File: config.mk
export PLATFORM = sky130hd
export DESIGN_NAME = rf_multiport
export DESIGN_NICKNAME = d
export VERILOG_FILES = /design/src/rtl/rf_pkg.sv /design/src/rtl/rf_scoreboard.sv /design/src/rtl/rf_multiport.sv
export SDC_FILE = /design/constraint.sdc
export NUM_CORES = 1
export LEC_CHECK = 0
export BUFFER_PORTS_ARGS = -buffer_cell sky130_fd_sc_hd__buf_4
export CAP_MARGIN = 10
export CORE_MARGIN = 10
export CORE_UTILIZATION = 45
export CTS_CLUSTER_SIZE = 16
export DETAILED_ROUTE_END_ITERATION = 12
export GPL_TIMING_DRIVEN = 0
export PLACE_DENSITY = 0.64
export SLEW_MARGIN = 20
export SYNTH_ARGS = -nofsm -noshare
export SYNTH_HDL_FRONTEND = slang
export SYNTH_SLANG_ARGS = --single-unit
File: constraint.sdc
create_clock -name clk -period 40 [get_ports clk]
set_input_delay 8 -clock clk [delete_from_list [all_inputs] [get_ports clk]]
set_output_delay 8 -clock clk [all_outputs]
set_load 0.02 [all_outputs]
File: src/rtl/rf_pkg.sv
// Shared constants and types for the multi-port register file.
package rf_pkg;
  localparam int DEF_DW    = 32;
  localparam int DEF_DEPTH = 16;
  localparam int DEF_NRD   = 2;
  localparam int DEF_AW    = $clog2(DEF_DEPTH);

  typedef logic [DEF_AW-1:0] rf_addr_t;
  typedef logic [DEF_DW-1:0] rf_data_t;

  // LSB of port p in a flat bus of w-bit fields
  function automatic int port_lo(input int p, input int w);
    return p * w;
  endfunction
endpackage

File: src/rtl/rf_scoreboard.sv
// Per-register busy bits with reserve/release handshake and flush.
module rf_scoreboard #(
  parameter int DEPTH    = 16,
  parameter int AW       = $clog2(DEPTH),
  parameter int ZERO_REG = 0
) (
  input  logic             clk,
  input  logic             rst,
  input  logic             rsv_valid,
  input  logic [AW-1:0]    rsv_addr,
  input  logic             wr_en,
  input  logic [AW-1:0]    wr_addr,
  input  logic             sb_clr,
  output logic             rsv_ready,
  output logic [DEPTH-1:0] busy,
  output logic [DEPTH-1:0] busy_nxt
);
  // A write or flush landing this edge frees the slot, so the reservation may reuse it.
  assign rsv_ready = !busy[rsv_addr] || (wr_en && wr_addr == rsv_addr) || sb_clr;

  always_comb begin
    busy_nxt = busy;
    for (int i = 0; i < DEPTH; i++) begin
      if (sb_clr)                                            busy_nxt[i] = 1'b0;
      if (wr_en && wr_addr == AW'(i))                        busy_nxt[i] = 1'b0;
      if (rsv_valid && rsv_ready && rsv_addr == AW'(i))      busy_nxt[i] = 1'b1;
      if (ZERO_REG != 0 && i == 0)                           busy_nxt[i] = 1'b0;
    end
  end

  always_ff @(posedge clk or posedge rst)
    if (rst) busy <= '0;
    else     busy <= busy_nxt;
endmodule

File: src/rtl/rf_multiport.sv
// Parametrised NRD-read / 1-write register file with scoreboard busy bits.
// Define RF_BYPASS_EN for write-through forwarding on same-cycle read/write.
module rf_multiport import rf_pkg::*; #(
  parameter int DW       = DEF_DW,
  parameter int DEPTH    = DEF_DEPTH,
  parameter int AW       = $clog2(DEPTH),
  parameter int NRD      = DEF_NRD,
  parameter int ZERO_REG = 0
) (
  input  logic            clk,
  input  logic            rst,
  input  logic [NRD-1:0]  rd_en,
  input  logic [NRD*AW-1:0] rd_addr,
  output logic [NRD*DW-1:0] rd_data,
  output logic [NRD-1:0]  rd_busy,
  input  logic            wr_en,
  input  logic [AW-1:0]   wr_addr,
  input  logic [DW-1:0]   wr_data,
  input  logic            rsv_valid,
  input  logic [AW-1:0]   rsv_addr,
  output logic            rsv_ready,
  input  logic            sb_clr
);
  logic [DW-1:0]           mem [DEPTH];
  logic [DEPTH-1:0]        busy, busy_nxt;
  logic                    wr_eff;
  logic [NRD-1:0][DW-1:0]  rd_nxt, rd_q;
  logic [NRD-1:0]          bz_nxt, bz_q;

  assign wr_eff = wr_en && !(ZERO_REG != 0 && wr_addr == '0);

  rf_scoreboard #(.DEPTH(DEPTH), .AW(AW), .ZERO_REG(ZERO_REG)) u_sb (
    .clk(clk), .rst(rst),
    .rsv_valid(rsv_valid), .rsv_addr(rsv_addr),
    .wr_en(wr_en), .wr_addr(wr_addr), .sb_clr(sb_clr),
    .rsv_ready(rsv_ready), .busy(busy), .busy_nxt(busy_nxt)
  );

  always_ff @(posedge clk or posedge rst)
    if (rst) for (int i = 0; i < DEPTH; i++) mem[i] <= '0;
    else if (wr_eff) mem[wr_addr] <= wr_data;

  for (genvar p = 0; p < NRD; p++) begin : g_rd
    logic [AW-1:0] a;
    logic          hit;
    assign a   = rd_addr[port_lo(p, AW) +: AW];
    assign hit = wr_eff && wr_addr == a;
`ifdef RF_BYPASS_EN
    assign rd_nxt[p] = hit ? wr_data : mem[a];
    assign bz_nxt[p] = busy_nxt[a];
`else
    // Read-before-write: a colliding write's busy clear is not yet visible.
    assign rd_nxt[p] = mem[a];
    assign bz_nxt[p] = hit ? busy[a] : busy_nxt[a];
`endif
  end

  always_ff @(posedge clk or posedge rst)
    if (rst) begin
      rd_q <= '0;
      bz_q <= '0;
    end else begin
      for (int p = 0; p < NRD; p++)
        if (rd_en[p]) begin
          rd_q[p] <= rd_nxt[p];
          bz_q[p] <= bz_nxt[p];
        end
    end

  assign rd_data = rd_q;
  assign rd_busy = bz_q;
endmodule

After elaboration in Yosys (flattened, before gate mapping)
Cells that the tools add are included.
- logic and storage cells: 175
- bits in registers: 594
- output and inout port bits: 67
- bits of input ports: 55
- bitwise operators: 3
- multiplexer cells: 69
- equal/unequal tests: 33
- reductions and logical operators: 42
- $lt $le $gt $ge: 7
- operators with widths (kind ; count):
    512-bit bitwise mux ; 1
    32-bit binary-select mux with 4-bit select ; 2
    32-bit two-way mux ; 5
    32-bit demux with 4-bit select ; 1
    4-bit equality test (second input constant) ; 16
    1-bit two-way mux ; 55
    1-bit logical AND ; 37
    4-bit by 3-bit equality test with 1-bit output (second input constant) ; 8
    1-bit binary-select mux with 4-bit select ; 5
    4-bit by 2-bit equality test with 1-bit output (second input constant) ; 4
    5-bit >= comparator (second input constant) ; 3
    4-bit by 5-bit less-than comparator with 1-bit output (second input constant) ; 3
    4-bit NOT with 5-bit output ; 3
    4-bit equality test ; 3
    4-bit by 1-bit equality test with 1-bit output (second input constant) ; 2
    4-bit zero test ; 2
    5-bit by 1-bit less-than comparator with 1-bit output (second input constant) ; 1
    1-bit logical OR ; 2
    1-bit zero test ; 1

Depth between registers and ports, before layout
- depth after elaboration: 11
- mapped depth: 10
- gate-level depth less buffers: 7

Cells and area by module
From an unflattened synthesis, not the netlist that was laid out.
- cell total of the unflattened synthesis: 1811
- area total of the unflattened synthesis: 30701.9 um^2
- by module, submodules not included (module ; area an instance (um^2) ; instances ; cells an instance ; seq. area each (um^2)):
    rf_multiport ; 29649.7 ; 1 ; 1713 ; 14463.9
    rf_scoreboard ; 1052.3 ; 1 ; 98 ; 400.4

Least setup slack after synthesis
OpenSTA, ideal clock, no wires.
- path type: in2out
- start point: input port rsv_addr[0]
- end point: output port rsv_ready
- setup slack: 22812 ps
- stages on the path: 5
- arrival time: 9188 ps
- required time: 32000 ps
- path buffers: 1
- path through: buf_6 mux4_2 nor2b_1 a211oi_1 a311o_1
- word-level cells in the longest chain between the ends: 5
- elaborated cells between the ends (all ways): 7
- those cells by class: eq/ne (1); mux (2); reduce/logical (4)
- ends and longest elaborated chain (item ; RTL line ; text):
    start, declared ; rf_multiport.sv:20 ; input logic [AW-1:0] rsv_addr,
    1-bit binary-select mux with 4-bit select ; rf_scoreboard.sv:19 ; assign rsv_ready = !busy[rsv_addr] || (wr_en && wr_addr == rsv_addr) || sb_clr;
    1-bit two-way mux (implied by the code) ; rf_scoreboard.sv:19 ;
    1-bit zero test ; rf_scoreboard.sv:19 ;
    1-bit logical OR (*) (2 in series) ; rf_scoreboard.sv:19 ;
    end, declared ; rf_multiport.sv:21 ; output logic rsv_ready,
Every way passes the cells marked *; elsewhere a longest branch is shown, timed or not. The select of a mux whose other input is x is not followed.

Worst setup path after layout
- start point: input port rsv_addr[3]
- end point: output port rsv_ready
Same word-level chain as after synthesis.

==> results.yml <==
critical_path:
  endpoint_kind: "output port"
  slowest_stage: "mux4_2"
  worstPathCellList: "buf_4 > clkbuf_1 > mux4_2 > nand2_1 > a311o_1 > buf_4"
  start_kind: "input pin"
  crit_path_frequent_cell: "buf_4"
  critPathMaxStageDelay_ns: 0.55
  path_delay_family: "buffers and inverters"
  required_ns: 32.00
  crit_fanout: 10
  cp.arrival_ns: 9.41
  critPathBufInv: 3
  worst-setup-path-type: "input pin to output port"
clocking:
  htreeDepth: 3
  cts_tree: "done"
  ctsHoldBuffers: 0
  clkTransAtPathRegs_ns: 0.06
  postCtsSetupRepairBufs: 0
  root_buffer: "clkbuf_16"
  cts_buffer_depth: 3
  clkLatencyLatePin_ns: 0.62
  cts_num_sinks: 594
  cts_buffers: 68
  ctsResizeCount: 0
pwr:
  total_power_mw: 1.94
  ir_worst_vdd_uv: 41.5
  power_density_mw_per_mm2: 55.1
  p_leak_nw: 14.5
finish:
  nNetsFinal: 2143
  syn_to_final_growth_pct: 14.0
  fin_area_mm2: 0.0353
  drive_gt1_share_pct: 51.7
  fin_util_pct: 51.6
detailed_routing:
  dr.pass1.iters: 5
  routedWlPerCell_um: 31.2
  avgViaCountPerCell: 6.41
  via_count: 19369
  wl_um: 94200
  postRouteAntennaNets: 0
  drtIter0Drc: 1798
  drc: 0
synthesis:
  ys_top_cells_by_area: "dfrtp_1, mux4_2, mux2_2, mux2_1, clkbuf_1"
  synthesis.area_mm2: 0.0310
  synth_seq_cells: 594
  yosysTopAreaCell: "dfrtp_1"
  yosysWarningCount: 0
  synth_seq_area_share_pct: 48.0
  syn_nets: 1958
  synth.distinct_cells: 56
  async_reset_ff_share_pct: 100
  syn_avg_cell_area_um2: 16.3
  synth_edf_count: 0
  synthFlopType: "dfrtp_1"
  synthCells: 1903
  synth_top_area_share_pct: 48.0
timing:
  rsz0062_at_grt: "false"
  min_period_over_period_pct: 43.5
  max_slew.worst_pin.slew_ns: 1.23
  report.final.slew_viol_count: 0
  tns_ns: 0
  slew_headroom_pct: 17.7
  fmax_mhz: 57.4
  min_period_ns: 17.41
  hold_violations: 0
  finalSetupViolations: 0
  clock_skew_ns: 0.0325
  hold_slack_ns: 0.506
floorplanning:
  start_util_pct: 45.2
  dieArea_mm2: 0.0797
  io_pins: 122
  die_h_um: 282
  die_w_um: 282
  rows: 96
  core-area_mm2: 0.0685
placement:
  place_hpwl_um: 62400
  gp_congestion: 0.901
  numPortBuffers: 109
  post_dp_cell_area_mm2: 0.0331
global_routing:
  grt_pass1_wl_um: 139000
  grt_max_degree: 105
  track_usage_pct: 23.8
  grt.overflow.total: 0
  grt_pass1_vias: 20539
  antenna_found_initial: 3
worst_hold_path:
  hold_class: "flop to flop"
job:
  drv_cap: 0
run_status:
  outcome: "finished, final reports clean"
[flip-flops by register name, summed over array words and instances, names as in the netlist]
name	flops
rd_data	64
u_sb.busy	16
rd_busy	2
mem	512
[cells in the final DEF (no fill, tap or decap), types with 3 or more instances in the layout]
master / netlist / routed
a21oi_1: 5 / 5
a311oi_1: 4 / 4
a31oi_1: 8 / 8
buf_1: 24 / 13
buf_16: 0 / 6
buf_2: 37 / 46
buf_4: 6 / 115
buf_6: 3 / 3
bufinv_16: 0 / 4
clkbuf_1: 117 / 130
clkbuf_16: 0 / 70
clkbuf_2: 0 / 7
clkbuf_8: 0 / 13
clkinv_2: 0 / 8
dfrtp_1: 594 / 594
diode_2: 0 / 3
inv_1: 10 / 9
inv_6: 0 / 4
mux2_1: 93 / 93
mux2_2: 485 / 485
mux4_2: 334 / 334
nand2_1: 27 / 27
nand2b_1: 13 / 13
nand3_1: 9 / 9
nand3b_1: 4 / 4
nor2_1: 21 / 21
nor2b_1: 13 / 13
nor3_1: 5 / 5
o211ai_1: 12 / 12
o21ai_0: 13 / 13
o21ai_1: 4 / 4
o22ai_1: 6 / 6
xnor2_1: 6 / 6
xor2_1: 8 / 8
[area by class of cell]
class	instances	area, um2
fill	5615	33200
multi-input combinational	1112	15300
sequential	594	14900
clock buffer	101	2000
tap	882	1100
timing repair buffer	115	983
buffer	187	813
clock inverter	18	220
inverter	10	45.0
antenna	3	7.51
[per-stage QoR]
| step | setup WS (ns) | std cells |
|---|---|---|
| final | 22.59 | 3022 |
| after global placement | 9.48 | 2894 |
| after global routing | 22.45 | 3020 |
| after CTS | 22.57 | 3019 |
| after floorplan | 15.38 | 1903 |
| after detailed placement | 22.57 | 2900 |
[cell usage after synthesis, types with 9 or more instances]
master and count:
mux2_2 485, buf_2 37, nand2b_1 13, nor2b_1 13, clkbuf_1 117, mux4_2 334, buf_1 24, o211ai_1 12
nor2_1 21, inv_1 10, dfrtp_1 594, mux2_1 93, nand3_1 9, nand2_1 27, o21ai_0 13
[cell families after synthesis]
group	Yosys count	share of synthesized area, %
flip-flops	594	48.0
buffers and inverters	197	2.68
AO/OA/AOI/OAI	79	1.84
AND/OR/NAND/NOR	106	1.76
XOR/XNOR	14	0.396
multiplexers	913	45.3
[final timing paths]
path / start / to / slack (ns) / depth (start not counted)
worst max register to register: u_sb.busy[15]$_DFF_PP0_ / rd_busy[1]$_DFFE_PP0P_ / 37.48 / 7
max in group asynchronous: rst / mem[504]$_DFFE_PP0P_ / 30.32 / 6
worst max-delay path: rsv_addr[3] / rsv_ready / 22.59 / 6
worst min register to register: mem[155]$_DFFE_PP0P_ / mem[155]$_DFFE_PP0P_ / 0.51 / 1
worst min-delay path: mem[155]$_DFFE_PP0P_ / mem[155]$_DFFE_PP0P_ / 0.51 / 1
min in group asynchronous: rst / mem[75]$_DFFE_PP0P_ / 7.50 / 2
[layer usage]
metal,wire length [um],global-route usage [%],vias up
met5,13,0,-
met4,3120,9.12,2
met3,7340,5.78,188
met2,45600,38.1,813
met1,38100,31.2,10510
li1,-,-,7856
[worst reg2reg max path: stages (launching register included)]
cell and delay (ns):
dfrtp_1 0.45, mux4_2 0.50, nand2_1 0.10, o21a_1 0.13
o2111ai_1 0.31, o41ai_1 0.69, a311oi_1 0.13, a21oi_2 0.14
[power by group]
part / total [mW] / switching (mW) / internal (mW)
registers: 0.849 / 0.102 / 0.748
logic: 0.469 / 0.187 / 0.282
clock network: 0.626 / 0.254 / 0.372
total: 1.94 / 0.543 / 1.40
No activity file was read; power rests on OpenSTA's default activity.
